===== config.mk =====
export PLATFORM = sky130hd
export DESIGN_NAME = bsram_arbiter
export DESIGN_NICKNAME = d
export VERILOG_FILES = /design/src/rtl/bsram_arbiter.sv
export SDC_FILE = /design/constraint.sdc
export NUM_CORES = 1
export LEC_CHECK = 0
export ABC_CLOCK_PERIOD_IN_PS = 3600
export CAP_MARGIN = 25
export CELL_PAD_IN_SITES_DETAIL_PLACEMENT = 0
export CELL_PAD_IN_SITES_GLOBAL_PLACEMENT = 1
export CORE_AREA = 2 2 98 100
export CTS_BUF_LIST = sky130_fd_sc_hd__clkbuf_16
export DETAILED_ROUTE_END_ITERATION = 10
export DIE_AREA = 0 0 100 102
export GPL_TIMING_DRIVEN = 1
export PLACE_DENSITY = 0.83
export SETUP_SLACK_MARGIN = 0.02
export SYNTH_ARGS = -nofsm -noshare
export SYNTH_HDL_FRONTEND = slang
export SYNTH_SLANG_ARGS = --single-unit

===== constraint.sdc =====
create_clock -name clk -period 3.6 [get_ports clk]
set_input_delay 0.54 -clock clk [delete_from_list [all_inputs] [get_ports clk]]
set_output_delay 0.54 -clock clk [all_outputs]
set_load 0.03 [all_outputs]

===== src/rtl/bsram_arbiter.sv =====
// Arbiter/sequencer for the shared single-port program BSRAM: loader vs CPU fetch,
// one access at a time, with a bounded loader burst so the CPU is not starved.
module bsram_arbiter #(
    parameter int unsigned ADDR_W        = 11,
    parameter int unsigned DATA_W        = 16,
    parameter int unsigned READ_LATENCY  = 1,
    parameter int unsigned MAX_LDR_BURST = 4
) (
    input  logic              clk,
    input  logic              rst,
    input  logic              ldr_lock,
    input  logic              ldr_valid,
    output logic              ldr_ready,
    input  logic              ldr_we,
    input  logic [ADDR_W-1:0] ldr_addr,
    input  logic [DATA_W-1:0] ldr_wdata,
    output logic              ldr_rsp_valid,
    output logic [DATA_W-1:0] ldr_rdata,
    input  logic              cpu_valid,
    output logic              cpu_ready,
    input  logic [ADDR_W-1:0] cpu_addr,
    output logic              cpu_rsp_valid,
    output logic [DATA_W-1:0] cpu_rdata,
    output logic              mem_ce,
    output logic              mem_wre,
    output logic [ADDR_W-1:0] mem_ad,
    output logic [DATA_W-1:0] mem_din,
    input  logic [DATA_W-1:0] mem_dout,
    output logic              busy
);

    typedef enum logic [1:0] {StIdle, StIssue, StWait} state_e;

    state_e            state_q, state_d;
    logic [3:0]        burst_q, burst_d;
    logic [1:0]        wait_cnt_q, wait_cnt_d;
    logic              port_cpu_q, port_cpu_d;
    logic              mem_ce_q, mem_ce_d;
    logic              mem_wre_q, mem_wre_d;
    logic [ADDR_W-1:0] mem_ad_q, mem_ad_d;
    logic [DATA_W-1:0] mem_din_q, mem_din_d;
    logic              ldr_rsp_valid_q, ldr_rsp_valid_d;
    logic [DATA_W-1:0] ldr_rdata_q, ldr_rdata_d;
    logic              cpu_rsp_valid_q, cpu_rsp_valid_d;
    logic [DATA_W-1:0] cpu_rdata_q, cpu_rdata_d;
    logic              busy_q, busy_d;

    logic burst_full, ldr_grant, cpu_grant, idle, ldr_hs, cpu_hs;

    assign burst_full = (burst_q == 4'(MAX_LDR_BURST));
    assign idle       = (state_q == StIdle);

    // Lock locks out the CPU entirely; otherwise the loader wins ties until its burst is spent.
    assign ldr_grant = ldr_valid && (ldr_lock || !cpu_valid || !burst_full);
    assign cpu_grant = cpu_valid && !ldr_lock && (!ldr_valid || burst_full);

    assign ldr_ready = idle && !rst && ldr_grant;
    assign cpu_ready = idle && !rst && cpu_grant;
    assign ldr_hs    = ldr_valid && ldr_ready;
    assign cpu_hs    = cpu_valid && cpu_ready;

    always_comb begin
        state_d         = state_q;
        burst_d         = burst_q;
        wait_cnt_d      = wait_cnt_q;
        port_cpu_d      = port_cpu_q;
        mem_ce_d        = 1'b0;
        mem_wre_d       = 1'b0;
        mem_ad_d        = mem_ad_q;
        mem_din_d       = mem_din_q;
        ldr_rsp_valid_d = 1'b0;
        ldr_rdata_d     = ldr_rdata_q;
        cpu_rsp_valid_d = 1'b0;
        cpu_rdata_d     = cpu_rdata_q;

        if (ldr_lock) begin
            burst_d = 4'd0;
        end else if (ldr_hs) begin
            if (!cpu_valid)       burst_d = 4'd0;
            else if (!burst_full) burst_d = burst_q + 4'd1;
        end else if (cpu_hs) begin
            burst_d = 4'd0;
        end

        case (state_q)
            StIdle: begin
                if (ldr_hs || cpu_hs) begin
                    state_d    = StIssue;
                    port_cpu_d = cpu_hs;
                    mem_ce_d   = 1'b1;
                    mem_wre_d  = ldr_hs && ldr_we;
                    mem_ad_d   = cpu_hs ? cpu_addr : ldr_addr;
                    mem_din_d  = cpu_hs ? mem_din_q : ldr_wdata;
                end
            end
            StIssue: begin
                // mem_wre_q still carries the write flag of the access being issued
                if (mem_wre_q) begin
                    state_d         = StIdle;
                    ldr_rsp_valid_d = 1'b1;
                end else begin
                    state_d    = StWait;
                    wait_cnt_d = 2'd0;
                end
            end
            StWait: begin
                if (wait_cnt_q == 2'(READ_LATENCY - 1)) begin
                    state_d = StIdle;
                    if (port_cpu_q) begin
                        cpu_rdata_d     = mem_dout;
                        cpu_rsp_valid_d = 1'b1;
                    end else begin
                        ldr_rdata_d     = mem_dout;
                        ldr_rsp_valid_d = 1'b1;
                    end
                end else begin
                    wait_cnt_d = wait_cnt_q + 2'd1;
                end
            end
            default: state_d = StIdle;
        endcase

        busy_d = (state_d != StIdle);
    end

    always_ff @(posedge clk or posedge rst) begin
        if (rst) begin
            state_q         <= StIdle;
            burst_q         <= 4'd0;
            wait_cnt_q      <= 2'd0;
            port_cpu_q      <= 1'b0;
            mem_ce_q        <= 1'b0;
            mem_wre_q       <= 1'b0;
            mem_ad_q        <= '0;
            mem_din_q       <= '0;
            ldr_rsp_valid_q <= 1'b0;
            ldr_rdata_q     <= '0;
            cpu_rsp_valid_q <= 1'b0;
            cpu_rdata_q     <= '0;
            busy_q          <= 1'b0;
        end else begin
            state_q         <= state_d;
            burst_q         <= burst_d;
            wait_cnt_q      <= wait_cnt_d;
            port_cpu_q      <= port_cpu_d;
            mem_ce_q        <= mem_ce_d;
            mem_wre_q       <= mem_wre_d;
            mem_ad_q        <= mem_ad_d;
            mem_din_q       <= mem_din_d;
            ldr_rsp_valid_q <= ldr_rsp_valid_d;
            ldr_rdata_q     <= ldr_rdata_d;
            cpu_rsp_valid_q <= cpu_rsp_valid_d;
            cpu_rdata_q     <= cpu_rdata_d;
            busy_q          <= busy_d;
        end
    end

    assign mem_ce        = mem_ce_q;
    assign mem_wre       = mem_wre_q;
    assign mem_ad        = mem_ad_q;
    assign mem_din       = mem_din_q;
    assign ldr_rsp_valid = ldr_rsp_valid_q;
    assign ldr_rdata     = ldr_rdata_q;
    assign cpu_rsp_valid = cpu_rsp_valid_q;
    assign cpu_rdata     = cpu_rdata_q;
    assign busy          = busy_q;

endmodule


==> results.yml <==
cells_and_area:
  drive_gt1_frac: 0.156
  n_antenna_cell: 0
  final_common_cell: "clkdlybuf4s50_1"
  fin_cells: 508
  syn2layout_area_growth_pct: 52.2
  nets: 460
  final_cell_mix: "124 x clkdlybuf4s50_1, 73 x dfrtp_1, 72 x nand2_1"
sta:
  setup_viol: 0
  hold_viol: 0
  slew_headroom: 0.465
  finalCriticalPeriod_ns: 2.74
  tightest_slew_ns: 0.801
  timing.fmax_ghz: 0.365
  timing.final.crit_share: 0.762
  fin_setup_tns_ns: 0
  finClkSkew_ns: 0.00577
  rsz0062_at_grt: "no"
  slew_violations: 0
clock_tree:
  clk_pin_slew_ns: 0.06
  root_buffer: "clkbuf_16"
  cts_buffer_depth: 2
  clock-sinks: 73
  ctsResizeCount: 0
  hold_buffers: 0
  cts_htree_levels: 3
  cts_tree: "yes"
  cts_buffers: 9
  postCtsSetupBuffers: 0
  worst_skew_pair.late_latency_ns: 0.32
route:
  vias: 2338
  totalWireLength_um: 7250
  viasPerCell: 4.60
  drtIter0Drc: 53
  ant_nets: 0
  post-route-drc-count: 0
  dr.pass1.iters: 4
  post_drt_wl_per_cell_um: 14.3
setup_path:
  worstSetupEndpointType: "output port"
  worstSetupStartpointType: "flop"
  required_ns: 3.06
  cp.arrival_ns: 2.20
  worstPathMaxFanout: 6
  critical_path_class: "flop to output port"
pwr:
  internal_power_mw: 2.66
  comb_power_share: 0.487
  p_switching_mw: 1.67
  peakVddDrop_v: 0.000387
  p_seq_frac: 0.315
  pwr_density_cell_nw_per_um2: 919
  clkPwrFrac: 0.197
  switching_share: 0.386
  p_leak_nw: 2.09
synth:
  synth_nets: 331
  synth_area_sq_um: 3100
  synth.distinct_cells: 30
  ys_ff_latch: 73
  syn_avg_cell_area_sq_um: 11.7
  yosysWarnings: 0
  ys_seq_area_frac: 0.589
  syn_inst: 264
die:
  start_util: 0.340
  die_y_um: 102
  io_pins: 126
  die_area_sq_um: 10200
  num_rows: 35
  coreArea_sq_um: 9110
  die_w_um: 100
global_route:
  grt-ovfl-total: 0
  grt_first_pass_wirelength_um: 11600
  track_usage: 0.144
  antenna_found_initial: 0
  grt_max_degree: 39
  first_global_vias: 2459
placed_design:
  post-dp-hpwl_um: 5200
  dp.cells: 493
  gp_congestion: 0.778
  port_buffers: 125
status:
  outcome: "completed"
worst_hold_path:
  worstHoldPathType: "flop to flop"
run:
  drv_cap: 0
-- worst max-delay path: stages (launching register included) --
cell	delay [ns]
dfrtp_1	0.44
inv_1	0.11
ha_1	0.23
nand3b_1	0.15
a21o_4	0.22
inv_2	0.07
clkdlybuf4s50_1	0.67
-- synthesized netlist by cell type --
cell type / count / area share
a21boi_0: 1 / 0.0024
a21o_4: 1 / 0.0048
a21oi_1: 15 / 0.024
a22o_1: 2 / 0.0057
a2bb2oi_1: 8 / 0.023
a2bb2oi_2: 3 / 0.015
a31oi_1: 2 / 0.0040
a41oi_1: 2 / 0.0057
and2_1: 1 / 0.0020
and3b_4: 1 / 0.0040
buf_2: 2 / 0.0032
buf_4: 5 / 0.012
buf_6: 3 / 0.011
buf_8: 1 / 0.0048
dfrtp_1: 73 / 0.59
ha_1: 7 / 0.028
inv_1: 10 / 0.012
inv_2: 1 / 0.0012
mux2_2: 32 / 0.12
nand2_1: 72 / 0.087
nand2b_1: 3 / 0.0061
nand3_1: 3 / 0.0048
nand3_2: 1 / 0.0032
nand3b_1: 2 / 0.0048
nand3b_2: 1 / 0.0036
nor2_1: 1 / 0.0012
nor2b_1: 4 / 0.0081
nor3_2: 1 / 0.0032
o21ai_0: 5 / 0.0081
o21ai_1: 1 / 0.0016
-- cells by family after synthesis --
| family | share of synthesized area |
|---|---|
| AO/OA/AOI/OAI | 0.0936 |
| adder cells (fa/ha/maj) | 0.0282 |
| buffers and inverters | 0.0444 |
| flip-flops | 0.589 |
| multiplexers | 0.116 |
| AND/OR/NAND/NOR | 0.128 |
-- state kept, by name, summed over array words and instances (netlist names) --
register / flops
cpu_rdata: 16
ldr_rdata: 16
mem_din: 16
mem_ad: 11
burst_q: 4
state_q: 2
wait_cnt_q: 2
busy: 1
cpu_rsp_valid: 1
ldr_rsp_valid: 1
mem_ce: 1
mem_wre: 1
port_cpu_q: 1
-- metrics by stage --
stage / instance area (sq um) / power [mW] / setup WS [ns] / util / hold WS [ns]
2_1_floorplan: 3100 / 2.62 / 1.21 / - / 0.459
3_3_place_gp: 4430 / 3.48 / 0.887 / 0.487 / 0.456
3_5_place_dp: 4430 / 3.52 / 0.862 / 0.487 / 0.464
4_1_cts: 4720 / 4.39 / 0.838 / 0.518 / 0.487
5_1_grt: 4720 / 4.58 / 0.745 / 0.518 / 0.506
6_report: 4720 / 4.34 / 0.858 / 0.518 / 0.482
-- power groups by stage --
stage               sequential, mW  clock [mW]  combinational [mW]
finish                        1.37       0.855                2.11
global placement              1.37           0                2.11
detailed placement            1.39           0                2.13
CTS                           1.37       0.879                2.14
global route                  1.42       0.921                2.24
floorplan                     2.06           0               0.558
-- final timing paths --
path,cells past startpoint,endpoint,start,slack [ns]
max,6,ldr_ready,state_q[1],0.86
min in group asynchronous,2,mem_ce,rst,0.76
max reg2reg,8,mem_ad[9],state_q[1],1.72
min,2,mem_din[15],mem_din[15],0.48
max in group asynchronous,3,mem_ad[8],rst,2.15
min reg2reg,2,mem_din[15],mem_din[15],0.48
-- final cells by class --
class / instances / area, sq um
Inverter: 11 / 41.3
Multi-Input combinational cell: 169 / 1140
Clock buffer: 9 / 225
Tap cell: 111 / 139
Clock inverter: 6 / 60.1
Fill cell: 843 / 4390
Timing Repair Buffer: 129 / 1290
Sequential cell: 73 / 1830
-- per-layer routing --
metal / part of all wire / vias to the layer above / global-route usage
met4: 0.0080 / 0 / 0.0474
met5: 0 / - / 0
li1: - / 1141 / -
met3: 0.080 / 7 / 0.0534
met2: 0.48 / 84 / 0.242
met1: 0.43 / 1106 / 0.173
Note: power is estimated with default switching activity, not from simulation.
==> RTL edit (same settings) <==
The 3 states of `state_e` get a one-hot encoding in 3 bits.
--- a/src/rtl/bsram_arbiter.sv
+++ b/src/rtl/bsram_arbiter.sv
@@ -29,7 +29,7 @@
     output logic              busy
 );
 
-    typedef enum logic [1:0] {StIdle, StIssue, StWait} state_e;
+    typedef enum logic [2:0] {StIdle = 3'b001, StIssue = 3'b010, StWait = 3'b100} state_e;
 
     state_e            state_q, state_d;
     logic [3:0]        burst_q, burst_d;
Behaviour: no difference found for any inputs over 4 cycles, from zero or initial values and one cycle with rst high; so few cycles prove little.
==> RTL edit against the unedited design <==
Final area shrank 0.21%. Routed wire length grew 1.5%. Sequential cell count is 1 higher. Non-clock buffer count is 2 higher. Die area did not move. Area after synthesis is 3.1% lower. Worst setup slack worse by 0.31 ns.
Power is not compared: it rests on default switching activity, and its combinational part moved more than twofold at a synthesized area within 25%.
==> RTL edit: results (changes against the unedited design) <==
Outcome: complete, no violations
Final hold vios: 0 (unchanged)
Dominant cells by area after synthesis: dfrtp_1 (61%), mux2_2 (12%), nand2_1 (9.2%)
CP Max Fanout: 3 (-3)
Crit path arrival time: 2.51 ns (+0.31 ns)
1st-iter DRT viols: 38 (-28%)
Avg Vias per Cell: 4.64 (+0.80%)
Netlist cell types: 34 (+13%)
Worst Reg-to-Reg Cells: 5 (-3)
Clk Latency, worst-skew pair: 0.32 ns (about the same)
Post-route insts no fill: 510 (+0.39%)
EDFF count, synth: 0 (unchanged)
Root Buffer: clkbuf_16
Worst min-delay path category: reg2reg
Clock transition at path regs: 0.05 ns
Number of global-route vias before repair: 2344 (-4.7%)
DRC: 0 (unchanged)
WL per Instance: 14.4 um (+1.1%)
Worst stage delay on the critical path: 0.67 ns (about the same)
Gr usage total: 15.0% (+0.65 points)
Nets@finish: 457 (-0.65%)
Hold Path Cell Cnt: 2 (unchanged)
Setup WS pre-CTS: 0.546 ns (-0.316 ns)
Placed cells: 493 (unchanged)
R2r endpoint: burst_q[2]
Cts repair resizes: 0 (unchanged)
Routability Congestion: 0.787 (+1.1%)
Syn_nets: 327 (-1.2%)
Hold path start: mem_din[10]
Diodes inserted: 0 (unchanged)
Input/output buffers: 125 (unchanged)
Synth Instances: 264 (unchanged)
Postcts setup bufs: 0 (unchanged)
Post-synth top cells: nand2_1 (74), dfrtp_1 (73), mux2_2 (32)
Cell family with most CP delay: buffers and inverters
Worst reg2reg setup slack: 1.70 ns (-0.02 ns)
Cell internal pwr: 2.11 mW
Largest net degree at the start of global routing: 51 (+31%)
# H-tree levels: 3 (unchanged)
VDD IR-drop max: 0.281 mV
Crit Reg-Reg Startpoint: state_q[0]
Async set or reset register ratio after synthesis: 100% (unchanged)
Lkg Pwr: 2.14 nW
Initial antenna violation count: 0 (unchanged)
First-pass GRT wire length: 11900 um (+2.5%)
CTS Buf Count: 9 (unchanged)
Seq/Total Area, Yosys: 61.7% (+2.7 points)
CP max stage cell: clkdlybuf4s50_1
Clock Skews: 0.00562 ns (-0.000148 ns)
Share of layout cells above drive strength 1: 14.5% (-1.1 points)
Hold worst-path end: mem_din[10]
Worst-case clock buffer depth: 2 (unchanged)
DRT Pass-1 Iters: 5 (+1)
Detailed placement HPWL: 5190 um (-0.17%)
Worst-Margin Slew: 0.561 ns (-0.240 ns)
Synth Warn #: 0 (unchanged)
[RTL edit: worst max path at each step]
stage / slack, ns / startpoint / cells after the start / to
2_1_floorplan: 1.18 / rst / 1 / burst_q[0]
3_3_place_gp: 0.55 / rst / 5 / cpu_ready
3_5_place_dp: 0.55 / rst / 5 / cpu_ready
4_1_cts: 0.54 / rst / 5 / cpu_ready
5_1_grt: 0.48 / rst / 5 / cpu_ready
6_report: 0.55 / rst / 5 / cpu_ready
[RTL edit: power by group through the flow]
stage / Combinational (mW) / Sequential [mW] / Clock (mW)
after floorplan: 0.196 / 1.44 / 0
after global placement: 0.983 / 1.11 / 0
after detailed placement: 0.995 / 1.11 / 0
after CTS: 0.996 / 1.10 / 1.02
after global routing: 1.04 / 1.13 / 1.06
final: 0.983 / 1.10 / 0.997
[RTL edit: metal layers]
| metal | routed length [um] | vias up | track usage (%) |
|---|---|---|---|
| met1 | 3170 | 1139 | 18.8 |
| met2 | 3610 | 73 | 24.9 |
| met5 | 0 | - | 0 |
| met3 | 497 | 6 | 4.51 |
| met4 | 86 | 0 | 5.48 |
| li1 | - | 1148 | - |
[RTL edit: worst reg2reg max path: stages (launching register included)]
cell     delay (ns)
dfstp_2        0.58
or4b_1         0.44
a211o_1        0.25
buf_4          0.23
a32oi_1        0.22
nor2_1         0.05
[RTL edit: layout make-up]
class	instances	area, um^2
inverters	8	30.0
multi-input cells	170	1040
repair buffers	131	1310
fillers	832	4400
well taps	111	139
clock buffers	9	225
flip-flops and latches	74	1850
clock inverters	7	108
[RTL edit: logic make-up (layout without fill, tap and decap cells)]
family | after synthesis | in the layout | share of synthesized area, %
muxes | 33 | 33 | 12.3
xor gates and xnor gates | 1 | 1 | 0.291
DFF | 74 | 74 | 61.7
adders and majority gates | 3 | 3 | 1.25
and+or+nand+nor | 111 | 111 | 15.8
buffers and inverters | 20 | 155 | 3.58
AOI/OAI and AO/OA | 22 | 22 | 5.08
[RTL edit: per-stage QoR]
step | hold WS [ns] | area, um^2
detailed placement | 0.461 | 4370
global placement | 0.458 | 4370
global route | 0.504 | 4710
CTS | 0.476 | 4700
finish | 0.473 | 4710
floorplan | 0.480 | 3010
